<file path="config.mk">
export PLATFORM = sky130hd
export DESIGN_NAME = basemul_ctrl
export DESIGN_NICKNAME = d
export VERILOG_FILES = /design/src/rtl/basemul_ctrl.sv
export SDC_FILE = /design/constraint.sdc
export NUM_CORES = 1
export LEC_CHECK = 0
export CORE_ASPECT_RATIO = 2
export CORE_MARGIN = 2
export CORE_UTILIZATION = 30
export DETAILED_ROUTE_END_ITERATION = 16
export GPL_TIMING_DRIVEN = 1
export MAX_ROUTING_LAYER = met4
export PLACE_DENSITY_LB_ADDON = 0.08
export SLEW_MARGIN = 20
export SYNTH_ARGS = -nofsm -noshare
export SYNTH_HDL_FRONTEND = slang
export SYNTH_SLANG_ARGS = --single-unit
</file>
<file path="constraint.sdc">
create_clock -name clk -period 2.65 [get_ports clk]
set_input_delay 0.53 -clock clk [delete_from_list [all_inputs] [get_ports clk]]
set_output_delay 0.53 -clock clk [all_outputs]
set_load 0.02 [all_outputs]
</file>
<file path="src/rtl/basemul_ctrl.sv">
// basemul_ctrl: streams a/b coefficient pairs and zetas into basemul and writes results back in order
module basemul_ctrl #(
  parameter int BM_LAT = 7,
  parameter int NPAIR  = 128,
  parameter int ZBASE  = 64
) (
  input  logic        clk,
  input  logic        rst_n,
  input  logic        start,
  output logic        busy,
  output logic        done,
  output logic        rd_en,
  output logic [6:0]  rd_addr,
  input  logic [31:0] a_rdata,
  input  logic [31:0] b_rdata,
  output logic [6:0]  z_addr,
  input  logic [15:0] z_rdata,
  output logic        bm_set,
  output logic [15:0] bm_a1,
  output logic [15:0] bm_a0,
  output logic [15:0] bm_b1,
  output logic [15:0] bm_b0,
  output logic [15:0] bm_zeta,
  input  logic [15:0] bm_t1,
  input  logic [15:0] bm_t0,
  output logic        r_we,
  output logic [6:0]  r_addr,
  output logic [31:0] r_wdata
);
  localparam int D = 2 + BM_LAT;
  typedef enum logic [1:0] {IDLE, ISSUE, DRAIN, FIN} state_t;
  state_t st;
  logic [D-1:0] sv;
  logic [D-1:0][6:0] sp;
  logic [15:0] zr;
  // odd pairs use the negated zeta; 16-bit wrap keeps -(-32768) at -32768
  assign zr = sp[0][0] ? ~z_rdata + 16'd1 : z_rdata;
  assign r_we = sv[D-1];
  assign r_addr = sp[D-1];
  assign r_wdata = r_we ? {bm_t1, bm_t0} : '0;
  always_ff @(posedge clk or negedge rst_n) begin
    if (!rst_n) begin
      st <= IDLE;
      busy <= 1'b0;
      done <= 1'b0;
      rd_en <= 1'b0;
      bm_set <= 1'b0;
      rd_addr <= '0;
      z_addr <= '0;
      sv <= '0;
      sp <= '0;
      bm_a1 <= '0;
      bm_a0 <= '0;
      bm_b1 <= '0;
      bm_b0 <= '0;
      bm_zeta <= '0;
    end else begin
      sv <= {sv[D-2:0], rd_en};
      sp <= {sp[D-2:0], rd_addr};
      done <= 1'b0;
      if (sv[0]) begin
        bm_a1 <= a_rdata[31:16];
        bm_a0 <= a_rdata[15:0];
        bm_b1 <= b_rdata[31:16];
        bm_b0 <= b_rdata[15:0];
        bm_zeta <= zr;
      end
      case (st)
        IDLE: if (start) begin
          st <= ISSUE;
          busy <= 1'b1;
          bm_set <= 1'b1;
          rd_en <= 1'b1;
          rd_addr <= '0;
          z_addr <= 7'(ZBASE);
        end
        ISSUE: if (rd_addr == 7'(NPAIR - 1)) begin
          rd_en <= 1'b0;
          st <= DRAIN;
        end else begin
          rd_addr <= rd_addr + 7'd1;
          z_addr <= 7'(ZBASE) + ((rd_addr + 7'd1) >> 1);
        end
        DRAIN: if (sv == '0) begin
          st <= FIN;
          done <= 1'b1;
          busy <= 1'b0;
          bm_set <= 1'b0;
        end
        default: st <= IDLE;
      endcase
    end
  end
endmodule

</file>
==> reports/metrics.json, run 1 <==
{
  "port_buffers": {"value": 252},
  "unrepaired_setup_endpoints_after_global_routing": {"value": "false"},
  "grt_util_met1": {"value": 14.72, "unit": "%"},
  "antenna_found_initial": {"value": 1},
  "path_max_fanout": {"value": 34},
  "worst-slew-pin-transition": {"value": 0.6170, "unit": "ns"},
  "worstPathCellList": {"value": "and2_1 > clkdlybuf4s50_1"},
  "setup_violations": {"value": 0},
  "clk_transition_reported_paths": {"value": 0.07, "unit": "ns"},
  "clock_tree_root_driver_cell": {"value": "sky130_fd_sc_hd__clkbuf_16"},
  "hold_viol_final": {"value": 0},
  "cp_data_required_time": {"value": 2.12, "unit": "ns"},
  "grt_use_total": {"value": 15.02, "unit": "%"},
  "ant_nets": {"value": 0},
  "die-height": {"value": 206.6, "unit": "um"},
  "timing.rr.end": {"value": "st[1]"},
  "busiest_layer": {"value": "met2"},
  "drive_above_1_share": {"value": 16.16, "unit": "%"},
  "chipWidth": {"value": 105.3, "unit": "um"},
  "synth-seq-cells": {"value": 165},
  "fmax": {"value": 412.0, "unit": "MHz"},
  "synth_enable_flop_cells": {"value": 0},
  "postSynth.asyncResetShare": {"value": 100.0, "unit": "%"},
  "cts_buffers": {"value": 17},
  "cts_tree": {"value": "yes"},
  "timing.critical_path.slowest_stage_cell": {"value": "sky130_fd_sc_hd__dfrtp_2"},
  "synth_top_cell_by_area": {"value": "sky130_fd_sc_hd__dfrtp_1"},
  "status": {"value": "completed"},
  "floorplan.initialDensity": {"value": 30.38, "unit": "%"},
  "r2r_setup_slk": {"value": 0.59, "unit": "ns"},
  "vias_per_cell": {"value": 4.420},
  "number_of_global_route_vias_before_repair": {"value": 4450},
  "gp_congestion": {"value": 0.8332},
  "clock_skew": {"value": 0.01446, "unit": "ns"},
  "synth_area_leaders": {"value": "sky130_fd_sc_hd__dfrtp_1, sky130_fd_sc_hd__mux2_2, sky130_fd_sc_hd__and2_1, sky130_fd_sc_hd__xor2_1, sky130_fd_sc_hd__a21oi_1"},
  "cts_resized": {"value": 1},
  "grt_pass1_wl": {"value": 24360, "unit": "um"},
  "yosys.cell_types.count": {"value": 42},
  "postCtsSetupRepairBufs": {"value": 0},
  "worstRegToRegCells": {"value": 4},
  "core_area": {"value": 20280, "unit": "um^2"},
  "fin_tns_setup": {"value": 0, "unit": "ns"},
  "synthesis.nets": {"value": 557},
  "max-vdd-ir-drop": {"value": 0.3441, "unit": "mV"},
  "synth-main-ff-cell": {"value": "sky130_fd_sc_hd__dfrtp_1"},
  "groute.layer.met3.usage": {"value": 3.077, "unit": "%"},
  "regToRegStartpoint": {"value": "sv[8]"},
  "synth.top_cell.area_share": {"value": 67.03, "unit": "%"},
  "power.leakage": {"value": 4.110, "unit": "nW"},
  "grt_overflow": {"value": 0},
  "min_period": {"value": 2.427, "unit": "ns"},
  "netlist_area": {"value": 6160, "unit": "um^2"},
  "drv.max_cap_violation_count": {"value": 0},
  "core_util_final": {"value": 46.82, "unit": "%"},
  "min_period_over_period": {"value": 91.60, "unit": "%"},
  "synthesis.yosys.warnings": {"value": 0},
  "critical_path.startpoint_type": {"value": "register"},
  "slew_viol_final": {"value": 0},
  "placed_cells_incl_taps": {"value": 927},
  "setup.worst_path.class": {"value": "register to primary output"},
  "cts_hold_buffers": {"value": 0},
  "final_instance_area": {"value": 9493, "unit": "um^2"},
  "via_count": {"value": 4243},
  "relSlewSlack": {"value": 58.87, "unit": "%"},
  "area.growth.synth_to_final": {"value": 54.11, "unit": "%"},
  "cts-htree-levels": {"value": 4},
  "cellPowerDensity": {"value": 543.2, "unit": "nW/um^2"},
  "die_area": {"value": 21760, "unit": "um^2"},
  "groute.layer.met2.usage": {"value": 28.18, "unit": "%"},
  "synth_seq_area_share": {"value": 67.03, "unit": "%"},
  "cts.sinks": {"value": 165},
  "clockBufferDepth": {"value": 2},
  "postSynthCellCount": {"value": 436},
  "standard_cell_area_after_detailed_placement": {"value": 8907, "unit": "um^2"},
  "totalWireLength": {"value": 15760, "unit": "um"},
  "wl_per_cell": {"value": 16.41, "unit": "um"},
  "detail_route.drc_violations": {"value": 0},
  "hold_path.class": {"value": "input pin to async pin"},
  "cpPeakStageDelay": {"value": 0.63, "unit": "ns"},
  "pin_count_of_the_biggest_net_entering_global_routing": {"value": 63},
  "number_of_optimization_iterations_in_the_first_detailed_route_pass": {"value": 4},
  "hold-worst-slack": {"value": 0.06596, "unit": "ns"},
  "finish.cell_count_without_fillers": {"value": 960},
  "ios": {"value": 253},
  "fp-row-count": {"value": 74},
  "crit_path_end_kind": {"value": "primary output"},
  "detailedPlacementHpwl": {"value": 11810, "unit": "um"},
  "clk_latency": {"value": 0.43, "unit": "ns"},
  "cp_data_arrival_time": {"value": 1.90, "unit": "ns"},
  "drt-initial-drc-count": {"value": 131},
  "final_net_count": {"value": 801},
  "post_synth.cell_area_avg": {"value": 14.13, "unit": "um^2"}
}
[synth_stat cells (2+ instances only)]
library cell and instances:
sky130_fd_sc_hd__mux2_2 60, sky130_fd_sc_hd__ha_1 6, sky130_fd_sc_hd__nor3_1 3, sky130_fd_sc_hd__or3_1 3
sky130_fd_sc_hd__nor2_1 18, sky130_fd_sc_hd__nand2_1 9, sky130_fd_sc_hd__mux2_1 7, sky130_fd_sc_hd__dfrtp_1 165
sky130_fd_sc_hd__nor2b_1 2, sky130_fd_sc_hd__inv_1 7, sky130_fd_sc_hd__or4_1 4, sky130_fd_sc_hd__mux2i_1 2
sky130_fd_sc_hd__buf_1 3, sky130_fd_sc_hd__o41ai_2 4, sky130_fd_sc_hd__buf_4 14, sky130_fd_sc_hd__a31oi_1 2
sky130_fd_sc_hd__a21oi_1 21, sky130_fd_sc_hd__o21ai_1 8, sky130_fd_sc_hd__nand2b_1 3, sky130_fd_sc_hd__clkbuf_1 17
sky130_fd_sc_hd__nand3_1 4, sky130_fd_sc_hd__and2_1 32, sky130_fd_sc_hd__xor2_1 13, sky130_fd_sc_hd__o31ai_1 8
sky130_fd_sc_hd__o21ai_0 4
[where the power goes]
part | switching (mW) | total [mW] | internal (mW) | leakage [nW]
combinational | 0.0896 | 0.251 | 0.161 | 1.77
sequential | 0 | 2.52 | 2.52 | 2.05
clock | 1.13 | 2.39 | 1.26 | 0.286
[final cells by class]
class                      count  area (um^2)
antenna                        1        2.502
multi-input combinational    229         1819
clock inverter                15        156.4
timing repair buffer         260         2596
tap                          266        332.8
clock buffer                  17        425.4
inverter                       7        26.28
fill                        1838        10780
sequential                   165         4134
[cells by family (layout without fill, tap and decap cells)]
| group | after synthesis | after routing | synth area share (%) |
|---|---|---|---|
| flops | 165 | 165 | 67.03 |
| xor+xnor | 14 | 14 | 1.991 |
| compound gates | 54 | 54 | 5.931 |
| simple gates | 86 | 86 | 7.821 |
| buf+inv | 42 | 299 | 3.433 |
| fa+ha+maj | 6 | 6 | 1.219 |
| other cells | 0 | 1 | 0 |
| mux | 69 | 69 | 12.57 |
[stage by stage]
step           total power [mW]  setup slack, ns
5_1_grt                   5.390           0.1200
6_report                  5.156           0.2226
4_1_cts                   5.269           0.1702
2_1_floorplan             2.583           0.7116
3_3_place_gp              2.816           0.1003
3_5_place_dp              2.821          0.09403
[worst max-delay path, delay by kind of cell (launching register included)]
kind	cells	cell delay, ns
flip-flops	1	0.63
AND/OR/NAND/NOR	1	0.21
buffers and inverters	1	0.62
[worst max path at each step]
stage	start	to	slack, ns	cells after the start
floorplan	sv[5]	st[1]	0.71	4
global placement	z_rdata[6]	bm_zeta[15]	0.10	5
detailed placement	z_rdata[6]	bm_zeta[15]	0.09	5
CTS	sv[8]	r_wdata[10]	0.17	2
global route	sv[8]	r_wdata[10]	0.12	2
finish	sv[8]	r_wdata[10]	0.22	2
[registers in the layout, indices dropped and copies added (netlist names), 2 cells and up]
| register | cells |
|---|---|
| bm_a0 | 16 |
| bm_a1 | 16 |
| z_addr | 2 |
| sv | 9 |
| st | 2 |
| rd_addr | 6 |
| bm_zeta | 16 |
| bm_b0 | 16 |
| sp | 56 |
| r_addr | 7 |
| bm_b1 | 16 |
[routing by layer]
layer	up-vias	wire length [um]
met5	-	0
met4	0	280
met3	16	665
met2	127	9413
met1	2134	5396
li1	1966	-
[layout by cell type, fill, tap and decap left out, types with 8 or more instances in the layout]
| master | count |
|---|---|
| sky130_fd_sc_hd__mux2_2 | 60 |
| sky130_fd_sc_hd__nand2_1 | 9 |
| sky130_fd_sc_hd__o31ai_1 | 8 |
| sky130_fd_sc_hd__and2_1 | 32 |
| sky130_fd_sc_hd__o21ai_1 | 8 |
| sky130_fd_sc_hd__a21oi_1 | 21 |
| sky130_fd_sc_hd__clkdlybuf4s50_1 | 251 |
| sky130_fd_sc_hd__nor2_1 | 18 |
| sky130_fd_sc_hd__xor2_1 | 13 |
| sky130_fd_sc_hd__clkbuf_16 | 17 |
| sky130_fd_sc_hd__dfrtp_1 | 163 |
No activity file was read; power rests on OpenSTA's default activity.
==> run 2: changes to the inputs <==
--- a/config.mk
+++ b/config.mk
@@ -5,11 +5,13 @@
 export SDC_FILE = /design/constraint.sdc
 export NUM_CORES = 1
 export LEC_CHECK = 0
+export ABC_AREA = 1
 export CORE_ASPECT_RATIO = 2
 export CORE_MARGIN = 2
 export CORE_UTILIZATION = 30
 export DETAILED_ROUTE_END_ITERATION = 16
 export GPL_TIMING_DRIVEN = 1
+export HOLD_SLACK_MARGIN = 0.1
 export MAX_ROUTING_LAYER = met4
 export PLACE_DENSITY_LB_ADDON = 0.08
 export SLEW_MARGIN = 20
==> run 2 against run 1 <==
Compared with the run above: non-clock buffer count up 1; clock skew down 0.0076 ns; sequential cell count unchanged; global-route usage up 2.0 points; synthesized cell count up 54%; count of clock-buffer cells in the layout up 1; power up 120%; final cell count up 24%; maximum frequency up 5.2%; worst setup slack better by 0.12 ns.
==> reports/metrics.json, run 2 <==
{
  "cpPeakStageDelay": {"value": 0.60, "unit": "ns"},
  "via_count": {"value": 5159},
  "cellPowerDensity": {"value": 1174, "unit": "nW/um^2"},
  "clockBufferDepth": {"value": 2},
  "setup_violations": {"value": 0},
  "final_critical_path_setup_slack": {"value": 0.3430, "unit": "ns"},
  "final_net_count": {"value": 1033},
  "timing.critical_path.slowest_stage_cell": {"value": "sky130_fd_sc_hd__clkdlybuf4s50_1"},
  "drv.max_cap_violation_count": {"value": 0},
  "clk_latency": {"value": 0.43, "unit": "ns"},
  "antenna_found_initial": {"value": 1},
  "regToRegStartpoint": {"value": "rd_addr[1]"},
  "chipWidth": {"value": 106.7, "unit": "um"},
  "hold_viol_final": {"value": 0},
  "comb_power_share": {"value": 43.7, "unit": "%"},
  "worstRegToRegCells": {"value": 9},
  "synthSimpleGateAreaFrac": {"value": 23.37, "unit": "%"},
  "postSynth.asyncResetShare": {"value": 100.0, "unit": "%"},
  "number_of_optimization_iterations_in_the_first_detailed_route_pass": {"value": 4},
  "gp_congestion": {"value": 0.7951},
  "die-height": {"value": 209.3, "unit": "um"},
  "pwr-share-seq": {"value": 34.5, "unit": "%"},
  "postCtsSetupRepairBufs": {"value": 0},
  "cts_resized": {"value": 0},
  "crit_path_end_kind": {"value": "primary output"},
  "synthAdderAreaFrac": {"value": 1.187, "unit": "%"},
  "clkPwrFrac": {"value": 21.8, "unit": "%"},
  "p_int": {"value": 6.920, "unit": "mW"},
  "relSlewSlack": {"value": 46.10, "unit": "%"},
  "hold_start": {"value": "sp[43]"},
  "grt_overflow": {"value": 0},
  "total_switching_power": {"value": 4.444, "unit": "mW"},
  "synth_area_leaders": {"value": "sky130_fd_sc_hd__dfrtp_1, sky130_fd_sc_hd__nand2_1, sky130_fd_sc_hd__inv_1, sky130_fd_sc_hd__nor2_1, sky130_fd_sc_hd__nand3_1"},
  "vias_per_cell": {"value": 4.317},
  "synth-seq-cells": {"value": 165},
  "floorplan.initialDensity": {"value": 30.35, "unit": "%"},
  "worst-slew-pin-transition": {"value": 0.8085, "unit": "ns"},
  "pin_count_of_the_biggest_net_entering_global_routing": {"value": 76},
  "grt_use_total": {"value": 16.98, "unit": "%"},
  "synth_enable_flop_cells": {"value": 0},
  "power.leakage": {"value": 4.808, "unit": "nW"},
  "core_area": {"value": 20830, "unit": "um^2"},
  "worstPathCellList": {"value": "buf_12 > nand2_1 > inv_1 > clkdlybuf4s50_1"},
  "mostFrequentLayoutCells": {"value": "sky130_fd_sc_hd__nand2_1, sky130_fd_sc_hd__clkdlybuf4s50_1, sky130_fd_sc_hd__dfrtp_1, sky130_fd_sc_hd__inv_1, sky130_fd_sc_hd__nor2_1"},
  "synth-main-ff-cell": {"value": "sky130_fd_sc_hd__dfrtp_1"},
  "cts_hold_buffers": {"value": 1},
  "timing.critical_path.buf_inv": {"value": 3},
  "regMostFlops": {"value": "sp"},
  "setup.worst_path.class": {"value": "register to primary output"},
  "cts.sinks": {"value": 165},
  "yosys-mux-area-fraction": {"value": 0, "unit": "%"},
  "max-vdd-ir-drop": {"value": 0.5082, "unit": "mV"},
  "detail_route.drc_violations": {"value": 0},
  "synth_top_cell_by_area": {"value": "sky130_fd_sc_hd__dfrtp_1"},
  "fmax": {"value": 433.5, "unit": "MHz"},
  "yosys.cell_types.count": {"value": 26},
  "detailedPlacementHpwl": {"value": 12880, "unit": "um"},
  "fp-row-count": {"value": 75},
  "netlist_area": {"value": 6322, "unit": "um^2"},
  "synth_xor_area_share": {"value": 0.5541, "unit": "%"},
  "ios": {"value": 253},
  "cts_tree": {"value": "yes"},
  "timing.rr.end": {"value": "z_addr[5]"},
  "synthMostInstantiatedCell": {"value": "sky130_fd_sc_hd__nand2_1"},
  "fin_tns_setup": {"value": 0, "unit": "ns"},
  "final_common_cell": {"value": "sky130_fd_sc_hd__nand2_1"},
  "critical-path-top-delay-family": {"value": "buffers and inverters"},
  "die_area": {"value": 22320, "unit": "um^2"},
  "commonest_cells_in_the_netlist": {"value": "sky130_fd_sc_hd__nand2_1, sky130_fd_sc_hd__dfrtp_1, sky130_fd_sc_hd__inv_1"},
  "hold-worst-slack": {"value": 0.3482, "unit": "ns"},
  "power_switching_share": {"value": 39.11, "unit": "%"},
  "min_period_over_period": {"value": 87.06, "unit": "%"},
  "postSynthCellCount": {"value": 670},
  "hold_path.class": {"value": "register to register"},
  "synth.top_cell.area_share": {"value": 65.31, "unit": "%"},
  "cp_data_arrival_time": {"value": 1.78, "unit": "ns"},
  "cp_data_required_time": {"value": 2.12, "unit": "ns"},
  "post_synth.cell_area_avg": {"value": 9.436, "unit": "um^2"},
  "area.growth.synth_to_final": {"value": 53.12, "unit": "%"},
  "clock_skew": {"value": 0.006906, "unit": "ns"},
  "grt_pass1_wl": {"value": 28230, "unit": "um"},
  "status": {"value": "completed"},
  "synth_top_family_by_area": {"value": "simple AND/OR/NAND/NOR gates"},
  "slew_viol_final": {"value": 0},
  "largest_register_ffs": {"value": 56},
  "min_period": {"value": 2.307, "unit": "ns"},
  "synthesis.yosys.warnings": {"value": 0},
  "report.power.total": {"value": 11.36, "unit": "mW"},
  "critical_path.startpoint_type": {"value": "register"},
  "drt-initial-drc-count": {"value": 245},
  "synthesis.nets": {"value": 791},
  "ant_nets": {"value": 0},
  "number_of_global_route_vias_before_repair": {"value": 5594},
  "unrepaired_setup_endpoints_after_global_routing": {"value": "false"},
  "core_util_final": {"value": 46.47, "unit": "%"},
  "min_delay_path_depth": {"value": 0},
  "synth_compound_area_share": {"value": 2.810, "unit": "%"},
  "path_max_fanout": {"value": 34},
  "place_worst_setup_slack": {"value": 0.3684, "unit": "ns"},
  "cts_buffers": {"value": 17},
  "wl_per_cell": {"value": 14.60, "unit": "um"},
  "cts-htree-levels": {"value": 4},
  "synth_seq_area_share": {"value": 65.31, "unit": "%"},
  "r2r_setup_slk": {"value": 1.02, "unit": "ns"},
  "holdPathEnd": {"value": "sp[50]"},
  "drive_above_1_share": {"value": 5.838, "unit": "%"},
  "clk_transition_reported_paths": {"value": 0.07, "unit": "ns"},
  "totalWireLength": {"value": 17440, "unit": "um"},
  "port_buffers": {"value": 252},
  "clock_tree_root_driver_cell": {"value": "sky130_fd_sc_hd__clkbuf_16"}
}
run 2: logic make-up (layout without fill, tap and decap cells):
family                   after synthesis  in the layout
AO/OA/AOI/OAI                         31             31
XOR/XNOR                               4              4
adder cells (fa/ha/maj)                6              6
buffers and inverters                 93            348
flip-flops                           165            165
other                                  0              1
AND/OR/NAND/NOR                      371            371
run 2: area by class of cell:
class	instances	area [um^2]
Fill cell	1996	11150
Inverter	55	206.4
Timing Repair Buffer	261	2644
Tap cell	269	336.6
Antenna cell	1	2.502
Clock buffer	18	439.2
Sequential cell	165	4130
Multi-Input combinational cell	412	1765
Clock inverter	14	156.4
run 2: power groups by stage:
stage | registers [mW] | clock network [mW] | logic (mW)
after global placement | 3.93 | 0 | 5.01
final | 3.92 | 2.47 | 4.97
after detailed placement | 3.98 | 0 | 5.06
after floorplan | 4.67 | 0 | 1.89
after global routing | 4.05 | 2.66 | 5.45
after CTS | 3.94 | 2.56 | 5.08
run 2: per-stage QoR:
stage / instance area, um^2 / instances
2_1_floorplan: 6322 / 670
3_3_place_gp: 9072 / 1161
3_5_place_dp: 9072 / 1161
4_1_cts: 9678 / 1194
5_1_grt: 9681 / 1195
6_report: 9681 / 1195
run 2: per-layer routing:
metal	global-route usage, %	up-vias	part of all wire [%]
li1	-	2496	-
met4	7.837	0	3.1
met1	16.63	2426	36
met2	30.81	207	55
met3	4.286	30	5.9
met5	-	-	0
run 2: how the worst max path moves through the flow:
stage                     slack, ns  startpoint     endpoint  cells past startpoint
after detailed placement       0.37   bm_t1[13]  r_wdata[29]                      4
after global placement         0.36   bm_t1[13]  r_wdata[29]                      4
after floorplan                0.99       sv[8]   r_wdata[0]                      4
after CTS                      0.29       sv[8]  r_wdata[21]                      4
final                          0.34       sv[8]  r_wdata[21]                      4
after global routing           0.26       sv[8]  r_wdata[29]                      4
==> run 3: changes to the inputs <==
--- a/config.mk
+++ b/config.mk
@@ -14,6 +14,7 @@
 export HOLD_SLACK_MARGIN = 0.1
 export MAX_ROUTING_LAYER = met4
 export PLACE_DENSITY_LB_ADDON = 0.08
+export SETUP_SLACK_MARGIN = 0.4
 export SLEW_MARGIN = 20
 export SYNTH_ARGS = -nofsm -noshare
 export SYNTH_HDL_FRONTEND = slang
==> run 3 against run 2 <==
Compared with the run above: non-clock buffer count is the same; global-route usage is essentially flat; clock power hardly changed; power decreased by 0.95%; critical endpoint is now r_we; largest cell class unchanged; highest routed layer unchanged.
==> reports/metrics.json, run 3 (synthesis gave the netlist of run 2 again) <==
{
  "final_instance_area": {"value": 9641, "unit": "um^2"},
  "wl_per_cell": {"value": 14.58, "unit": "um"},
  "critical_path.startpoint_type": {"value": "register"},
  "slew_viol_final": {"value": 0},
  "worstRegToRegCells": {"value": 9},
  "cpPeakStageDelay": {"value": 0.63, "unit": "ns"},
  "power.leakage": {"value": 4.909, "unit": "nW"},
  "setup_violations": {"value": 0},
  "drv.max_cap_violation_count": {"value": 0},
  "hold_start": {"value": "sp[43]"},
  "cts_buffers": {"value": 17},
  "clockBufferDepth": {"value": 2},
  "final_common_cell": {"value": "sky130_fd_sc_hd__nand2_1"},
  "totalWireLength": {"value": 17430, "unit": "um"},
  "critical-path-top-delay-family": {"value": "buffers and inverters"},
  "p_int": {"value": 6.820, "unit": "mW"},
  "chipWidth": {"value": 106.7, "unit": "um"},
  "worstPathCellList": {"value": "buf_12 > clkdlybuf4s50_1"},
  "timing.critical_path.buf_inv": {"value": 2},
  "min_period_over_period": {"value": 81.59, "unit": "%"},
  "min_delay_path_depth": {"value": 0},
  "clk_transition_reported_paths": {"value": 0.07, "unit": "ns"},
  "relSlewSlack": {"value": 46.10, "unit": "%"},
  "timing.critical_path.slowest_stage_cell": {"value": "sky130_fd_sc_hd__clkdlybuf4s50_1"},
  "grt_pass1_wl": {"value": 28220, "unit": "um"},
  "setup.worst_path.class": {"value": "register to primary output"},
  "regToRegStartpoint": {"value": "rd_addr[1]"},
  "min_period": {"value": 2.162, "unit": "ns"},
  "fillers": {"value": 2015},
  "startpoint": {"value": "sv[8]"},
  "drt-initial-drc-count": {"value": 240},
  "fmax": {"value": 462.5, "unit": "MHz"},
  "clock_tree_root_driver_cell": {"value": "sky130_fd_sc_hd__clkbuf_16"},
  "gp_congestion": {"value": 0.7951},
  "postCtsSetupRepairBufs": {"value": 0},
  "cts.sinks": {"value": 165},
  "hold_viol_final": {"value": 0},
  "cts_tree": {"value": "yes"},
  "regMostFlops": {"value": "sp"},
  "fin_tns_setup": {"value": 0, "unit": "ns"},
  "crit_cells": {"value": 2},
  "port_buffers": {"value": 252},
  "floorplan.initialDensity": {"value": 30.35, "unit": "%"},
  "core_area": {"value": 20830, "unit": "um^2"},
  "pwr-share-seq": {"value": 34.9, "unit": "%"},
  "hold_path.class": {"value": "register to register"},
  "crit_path_end_kind": {"value": "primary output"},
  "number_of_optimization_iterations_in_the_first_detailed_route_pass": {"value": 4},
  "cp_data_arrival_time": {"value": 1.63, "unit": "ns"},
  "mostFrequentLayoutCells": {"value": "sky130_fd_sc_hd__nand2_1, sky130_fd_sc_hd__clkdlybuf4s50_1, sky130_fd_sc_hd__dfrtp_1, sky130_fd_sc_hd__inv_1, sky130_fd_sc_hd__nor2_1"},
  "path_max_fanout": {"value": 34},
  "max-vdd-ir-drop": {"value": 0.5070, "unit": "mV"},
  "grt_use_total": {"value": 16.97, "unit": "%"},
  "clock_skew": {"value": 0.006906, "unit": "ns"},
  "number_of_global_route_vias_before_repair": {"value": 5592},
  "status": {"value": "completed"},
  "fp-row-count": {"value": 75},
  "detailedPlacementHpwl": {"value": 12880, "unit": "um"},
  "standard_cell_area_after_detailed_placement": {"value": 9072, "unit": "um^2"},
  "power_switching_share": {"value": 39.41, "unit": "%"},
  "worst-slew-pin-transition": {"value": 0.8085, "unit": "ns"},
  "ios": {"value": 253},
  "cp_data_required_time": {"value": 2.12, "unit": "ns"},
  "ant_nets": {"value": 0},
  "cellPowerDensity": {"value": 1168, "unit": "nW/um^2"},
  "largest_register_ffs": {"value": 56},
  "vias_per_cell": {"value": 4.317},
  "cts-htree-levels": {"value": 4},
  "die-height": {"value": 209.3, "unit": "um"},
  "pin_count_of_the_biggest_net_entering_global_routing": {"value": 76},
  "total_switching_power": {"value": 4.436, "unit": "mW"},
  "area.growth.synth_to_final": {"value": 52.48, "unit": "%"},
  "drive_above_1_share": {"value": 5.838, "unit": "%"},
  "antenna_found_initial": {"value": 1},
  "via_count": {"value": 5159},
  "unrepaired_setup_endpoints_after_global_routing": {"value": "false"},
  "grt_overflow": {"value": 0},
  "final_net_count": {"value": 1033},
  "comb_power_share": {"value": 43.2, "unit": "%"},
  "clk_latency": {"value": 0.43, "unit": "ns"},
  "detail_route.drc_violations": {"value": 0},
  "clkPwrFrac": {"value": 22.0, "unit": "%"},
  "die_area": {"value": 22320, "unit": "um^2"}
}
## run 3: layout make-up
class,instances,area (um^2),share of cell area (%)
clock inverters,14,156.4,1.622
inverters,55,206.4,2.141
multi-input cells,412,1765,18.31
clock buffers,18,439.2,4.555
well taps,269,336.6,3.491
diodes,1,2.502,0.02596
repair buffers,261,2604,27.01
flip-flops and latches,165,4130,42.84
## run 3: path summary, 6_finish.rpt
| check | endpoint | slack [ns] |
|---|---|---|
| worst max-delay path | r_we | 0.49 |
| worst min-delay path | sp[50] | 0.35 |
| worst max register to register | z_addr[5] | 1.02 |
| worst min register to register | sp[50] | 0.35 |
| max in group asynchronous | bm_zeta[6] | 1.30 |
| min in group asynchronous | r_addr[3] | 0.65 |
## run 3: per-layer routing
metal  up-vias  track usage, %  part of all wire [%]
li1       2496               -                     -
met3        30           4.286                   5.9
met1      2426           16.61                    36
met5         -               -                     0
met2       207           30.81                    55
met4         0           7.837                   3.1
## run 3: power groups by stage
| stage | Clock, mW | Combinational (mW) | Sequential [mW] |
|---|---|---|---|
| 6_report | 2.47 | 4.86 | 3.92 |
| 4_1_cts | 2.56 | 4.97 | 3.94 |
| 2_1_floorplan | 0 | 1.89 | 4.67 |
| 3_5_place_dp | 0 | 5.06 | 3.98 |
| 5_1_grt | 2.66 | 5.34 | 4.05 |
| 3_3_place_gp | 0 | 5.01 | 3.93 |
## run 3: timing repair
item	in CTS	in global routing
endpoints found under the setup margin	32	0
hold buffers	1	0
endpoints found under the hold margin	38	0
resized for setup	32	0
## run 3: metrics by stage
step                setup WS [ns]  cells  hold slack, ns  utilization, %  power, mW
floorplan                  0.9876    670          0.2344               -      6.560
global route               0.4109   1195          0.3524           46.28      12.06
CTS                        0.4546   1194          0.3508           46.26      11.47
global placement           0.3596   1161          0.3314           43.55      8.940
finish                     0.4878   1195          0.3482           46.28      11.26
detailed placement         0.3684   1161          0.3347           43.55      9.035
